--- config.mk ---
export PLATFORM = sky130hd
export DESIGN_NAME = instr_decode_frontend
export DESIGN_NICKNAME = d
export VERILOG_FILES = /design/src/rtl/i281_pkg.sv /design/src/rtl/i281_opcode_onehot.sv /design/src/rtl/instr_decode_frontend.sv
export SDC_FILE = /design/constraint.sdc
export NUM_CORES = 1
export LEC_CHECK = 0
export CAP_MARGIN = 20
export CORE_UTILIZATION = 46
export CTS_BUF_LIST = sky130_fd_sc_hd__clkbuf_4 sky130_fd_sc_hd__clkbuf_8
export DETAILED_ROUTE_END_ITERATION = 10
export PLACE_DENSITY = 0.87
export SETUP_SLACK_MARGIN = 0.5
export SLEW_MARGIN = 20
export SYNTH_ARGS = -nofsm -noshare
export SYNTH_HDL_FRONTEND = slang
export SYNTH_SLANG_ARGS = --single-unit
--- constraint.sdc ---
create_clock -name clock -period 2.4 [get_ports clock]
set_clock_uncertainty 0.2 [all_clocks]
set_input_delay 0.24 -clock clock [delete_from_list [all_inputs] [get_ports clock]]
set_output_delay 0.24 -clock clock [all_outputs]
set_load 0.02 [all_outputs]
--- src/rtl/i281_pkg.sv ---
// rtl/i281_pkg.sv - opcode nibbles, one-hot bit indices, flag indices and step-FSM states
package i281_pkg;

  localparam logic [3:0] OP_NOOP   = 4'h0;
  localparam logic [3:0] OP_INPUT  = 4'h1;
  localparam logic [3:0] OP_MOVE   = 4'h2;
  localparam logic [3:0] OP_LOADI  = 4'h3;
  localparam logic [3:0] OP_ADD    = 4'h4;
  localparam logic [3:0] OP_ADDI   = 4'h5;
  localparam logic [3:0] OP_SUB    = 4'h6;
  localparam logic [3:0] OP_SUBI   = 4'h7;
  localparam logic [3:0] OP_LOAD   = 4'h8;
  localparam logic [3:0] OP_LOADF  = 4'h9;
  localparam logic [3:0] OP_STORE  = 4'hA;
  localparam logic [3:0] OP_STOREF = 4'hB;
  localparam logic [3:0] OP_SHIFT  = 4'hC;
  localparam logic [3:0] OP_CMP    = 4'hD;
  localparam logic [3:0] OP_JUMP   = 4'hE;
  localparam logic [3:0] OP_BRANCH = 4'hF;

  localparam int B_NOOP    = 0;
  localparam int B_INPUTC  = 1;
  localparam int B_INPUTCF = 2;
  localparam int B_INPUTD  = 3;
  localparam int B_INPUTDF = 4;
  localparam int B_MOVE    = 5;
  localparam int B_LOADI   = 6;
  localparam int B_ADD     = 7;
  localparam int B_ADDI    = 8;
  localparam int B_SUB     = 9;
  localparam int B_SUBI    = 10;
  localparam int B_LOAD    = 11;
  localparam int B_LOADF   = 12;
  localparam int B_STORE   = 13;
  localparam int B_STOREF  = 14;
  localparam int B_SHIFTL  = 15;
  localparam int B_SHIFTR  = 16;
  localparam int B_CMP     = 17;
  localparam int B_JUMP    = 18;
  localparam int B_BRE     = 19;
  localparam int B_BRNE    = 20;
  localparam int B_BRG     = 21;
  localparam int B_BRGE    = 22;

  localparam int FLG_Z = 0;
  localparam int FLG_N = 1;
  localparam int FLG_O = 2;
  localparam int FLG_C = 3;

  typedef enum logic [1:0] {
    ST_HOLD = 2'd0,
    ST_RUN  = 2'd1,
    ST_ARM  = 2'd2,
    ST_EXEC = 2'd3
  } step_state_t;

endpackage

--- src/rtl/i281_opcode_onehot.sv ---
// rtl/i281_opcode_onehot.sv - combinational IR to one-hot opcode plus RX/RY decode
module i281_opcode_onehot
  import i281_pkg::*;
#(
  parameter int OPC_W = 23
) (
  input  logic [15:0]      ir,
  output logic [OPC_W+3:0] opcode_out
);

  int               idx;
  logic [OPC_W-1:0] onehot;

  // Sub-encoded groups (INPUT, SHIFT, branch) pick their member from IR[9:8] or IR[8].
  always_comb begin
    idx = B_NOOP;
    case (ir[15:12])
      OP_NOOP:   idx = B_NOOP;
      OP_INPUT:  idx = B_INPUTC + int'(ir[9:8]);
      OP_MOVE:   idx = B_MOVE;
      OP_LOADI:  idx = B_LOADI;
      OP_ADD:    idx = B_ADD;
      OP_ADDI:   idx = B_ADDI;
      OP_SUB:    idx = B_SUB;
      OP_SUBI:   idx = B_SUBI;
      OP_LOAD:   idx = B_LOAD;
      OP_LOADF:  idx = B_LOADF;
      OP_STORE:  idx = B_STORE;
      OP_STOREF: idx = B_STOREF;
      OP_SHIFT:  idx = ir[8] ? B_SHIFTR : B_SHIFTL;
      OP_CMP:    idx = B_CMP;
      OP_JUMP:   idx = B_JUMP;
      OP_BRANCH: idx = B_BRE + int'(ir[9:8]);
      default:   idx = B_NOOP;
    endcase
    onehot = {{(OPC_W-1){1'b0}}, 1'b1} << idx;
  end

  assign opcode_out = {ir[11:10], ir[9:8], onehot};

endmodule

--- src/rtl/instr_decode_frontend.sv ---
// rtl/instr_decode_frontend.sv - IR, flags, retired counter and run/single-step controller
module instr_decode_frontend
  import i281_pkg::*;
#(
  parameter int IW     = 16,
  parameter int OPC_W  = 23,
  parameter int FLAG_W = 4,
  parameter int CNT_W  = 16
) (
  input  logic              clock,
  input  logic              reset,
  input  logic [IW-1:0]     instr_in,
  input  logic              ir_load,
  input  logic [FLAG_W-1:0] alu_flags,
  input  logic              flags_load,
  input  logic              run_mode,
  input  logic              step_btn,
  output logic              run,
  output logic [OPC_W+3:0]  opcode_out,
  output logic [FLAG_W-1:0] flags_reg,
  output logic [7:0]        imm_out,
  output logic [CNT_W-1:0]  instr_count
);

  logic [IW-1:0] ir_q;
  logic          btn_s1, btn_s2, btn_s3;
  logic          step_pulse;
  logic          fetch;
  step_state_t   state_q, state_d;

  assign step_pulse = btn_s2 & ~btn_s3;
  assign fetch      = ir_load & run;

  always_ff @(posedge clock) begin
    if (reset) begin
      ir_q        <= '0;
      flags_reg   <= '0;
      instr_count <= '0;
      btn_s1      <= 1'b0;
      btn_s2      <= 1'b0;
      btn_s3      <= 1'b0;
      state_q     <= ST_HOLD;
    end else begin
      btn_s1  <= step_btn;
      btn_s2  <= btn_s1;
      btn_s3  <= btn_s2;
      state_q <= state_d;
      if (fetch) begin
        ir_q        <= instr_in;
        instr_count <= instr_count + 1'b1;
      end
      if (flags_load) begin
        flags_reg <= alu_flags;
      end
    end
  end

  // EXEC lets the current instruction finish, then blocks the very next fetch in its own cycle.
  always_comb begin
    state_d = state_q;
    run     = 1'b0;
    case (state_q)
      ST_HOLD: begin
        if (run_mode)        state_d = ST_RUN;
        else if (step_pulse) state_d = ST_ARM;
      end
      ST_RUN: begin
        run = 1'b1;
        if (!run_mode) state_d = ST_EXEC;
      end
      ST_ARM: begin
        run = 1'b1;
        if (run_mode)     state_d = ST_RUN;
        else if (ir_load) state_d = ST_EXEC;
      end
      ST_EXEC: begin
        run = ~ir_load;
        if (run_mode)     state_d = ST_RUN;
        else if (ir_load) state_d = ST_HOLD;
      end
      default: state_d = ST_HOLD;
    endcase
  end

  i281_opcode_onehot #(
    .OPC_W(OPC_W)
  ) u_decode (
    .ir         (ir_q[15:0]),
    .opcode_out (opcode_out)
  );

  assign imm_out = ir_q[7:0];

endmodule
==> flow_summary.ini <==
[synthesis]
yosysWarnings = 0
synth_edf_count = 0
synth_ff_type = dfxtp_1
yosys.area_share.xor_xnor_pct = 3.185
synth-seq-cells = 41
synth_top_family_by_area = simple AND/OR/NAND/NOR gates
synthAdderAreaFrac_pct = 5.006
async_reset_ff_share_pct = 0
yosysMostFrequentCell = nand2_1
synth-simple-area-share_pct = 29.81
synth_top_area_cell = dfxtp_1
synth.avg_cell_area_um2 = 7.912
ys_top_cells_by_count = nand2_1, dfxtp_1, a21oi_1, nor2_1, buf_4
synth_area_um2 = 2200
synthMuxAreaShare_pct = 1.820
synth-compound-area-share_pct = 13.59
yosysTopAreaCellShare_pct = 37.32
ys_seq_area_share_pct = 37.32
yosys-top-cells-area = dfxtp_1, nand2_1, a21oi_1
synthCells = 278
syn_nets = 312
ys_types = 48

[floorplanning]
floorplan.rows = 24
initial_core_util_pct = 49.16
die_h_um = 71.15
dieArea_um2 = 5062
io_pins = 82
dieWidth_um = 71.15
coreArea_um2 = 4474

[cts]
path_clk_slew_ps = 90
ctsHtreeMaxLevel = 2
cts.sinks = 41
clock_path_buffers = 2
cts_hold_buf = 0
cts_root_buffer = clkbuf_8
cts_buffers = 5
tritoncts = built
clk_latency_ps = 310

[detailed_routing]
via_per_inst = 6.569
drt-initial-drc-count = 446
wire_per_inst_um = 25.82
drc = 6
firstDrtPassIters = 8
num_vias = 3035
ant_nets = 0
wl_mm = 11.93

[place]
placedCellCount = 408
dp_hpwl_mm = 4.521
gp_congestion = 0.8145
portBuffers = 81

[grt]
grt_max_degree = 22
globalRouteOverflowTotal = 0
antenna_found_initial = 0
grt_pass1_vias = 2571
grt_pass1_wl_mm = 12.68
grt_use_total_pct = 32.70

[worst_setup_path]
cp_max_fo = 8
cp_slowest_stage_delay_ps = 400
rr_endpoint = instr_count[12]
reg2reg_slack_ps = 170
critPathSlowestCell = a221o_2
crit_path_end = opcode_out[6]
crit_family = compound AO/OA/AOI/OAI gates
crit_start = ir_q[13]
path_buf_inv = 3
path_cells = buf_4, nor2b_2, o311ai_4, a221o_2, buf_12, nor3b_4, buf_6
rr_startpoint = state_q[0]
worst-endpoint-arrival_ps = 2250
start_kind = register
worstPathRequired_ps = 1960
reg2reg_depth = 6
cp.depth = 7
crit_type = register to output port
critPathCaptureType = output port

[timing]
hold_viol = 0
slew_headroom_pct = 61.38
period_share_pct = 111.9
fin_tns_setup_ps = -3307
fmax_mhz = 372.2
worst_slack_ps = -286.6
setup_viol_count_final = 15
slew_viol_final = 0
grt_setup_unrepaired = yes
final_period_minus_worst_setup_slack_ps = 2687
tightest_slew_ps = 577.6

[job]
max_cap_viol_count = 0

[cells_and_area]
drive_gt1_share_pct = 47.80
insertedDiodeCount = 0
area_growth_pct = 94.82
fillers = 98
nets = 443
final_cell_count_no_fill = 462
final_core_util_pct = 95.78

[power]
p_per_area_nw_per_um2 = 676.9
irDropWorstVdd_mv = 0.5243
p_leak_nw = 1.706

[hold_path]
hold_class = register to register
hp-start = btn_s1

[outcome]
violations = DRC, setup timing
status = finished with violations
cells by family after synthesis:
group	after synthesis
DFF	41
xor gates and xnor gates	8
AOI/OAI and AO/OA	49
and+or+nand+nor	126
adders and majority gates	9
buffers and inverters	41
muxes	4
metal layers:
layer	track usage (%)	up-vias	part of all wire [%]	wire length [µm]
li1	-	1206	-	-
met1	33.87	1429	35	4224
met2	61.27	280	48	5671
met3	7.265	120	8.5	1019
met4	16.67	0	8.5	1013
met5	0	-	0	0
layout by cell type (no fill, tap or decap), types with 6 or more instances in the layout:
master           count
nor2_1              14
dfxtp_4              7
a21oi_1             22
buf_4               56
buf_6               33
xnor2_1              6
dfxtp_1             29
nand2_1             39
clkdlybuf4s50_1     55
worst reg2reg max path, cell delays in order (launching register included):
cell and delay, ps:
dfxtp_4 380, inv_4 60, ha_4 290, nand3b_4 120, or4_4 600, or3_4 360, a21oi_2 140
worst min path at each step:
stage,to,cells past startpoint
after floorplan,btn_s1,1
after global placement,btn_s2,1
after detailed placement,ir_q[0],2
after CTS,ir_q[0],2
after global routing,btn_s2,1
final,btn_s2,1
report_power, final:
group          internal [mW]  switching, mW  total, mW
registers              0.741         0.0630      0.804
clock network          0.319          0.253      0.572
logic                  0.745          0.780       1.52
cell type report:
cell class	instances	area [µm²]	area share [%]
tap	52	65.06	1.518
clock inverter	2	33.78	0.7883
timing repair buffer	154	1520	35.47
clock buffer	6	76.32	1.781
inverter	11	51.30	1.197
multi-input combinational	196	1685	39.33
sequential	41	853.3	19.91
metrics by stage:
step,hold WS (ps),worst slack (ps),power (mW),area (µm²)
after floorplan,168.2,333.9,1.414,2410
after global placement,215.1,-191.4,1.709,3324
after detailed placement,247.1,-237.2,1.744,3324
after CTS,257.6,9.628,2.494,3790
after global routing,276.0,-320.6,2.961,4285
final,267.0,-286.6,2.901,4285
repair_timing:
item / 4_1_cts / 5_1_grt
endpoints found under the setup margin: 33 / 50
gates resized for setup: 172 / 82
cloned: 1 / 0
buffers inserted: 20 / 25
pin swaps: 20 / 29
(Power assumes the default switching activity.)
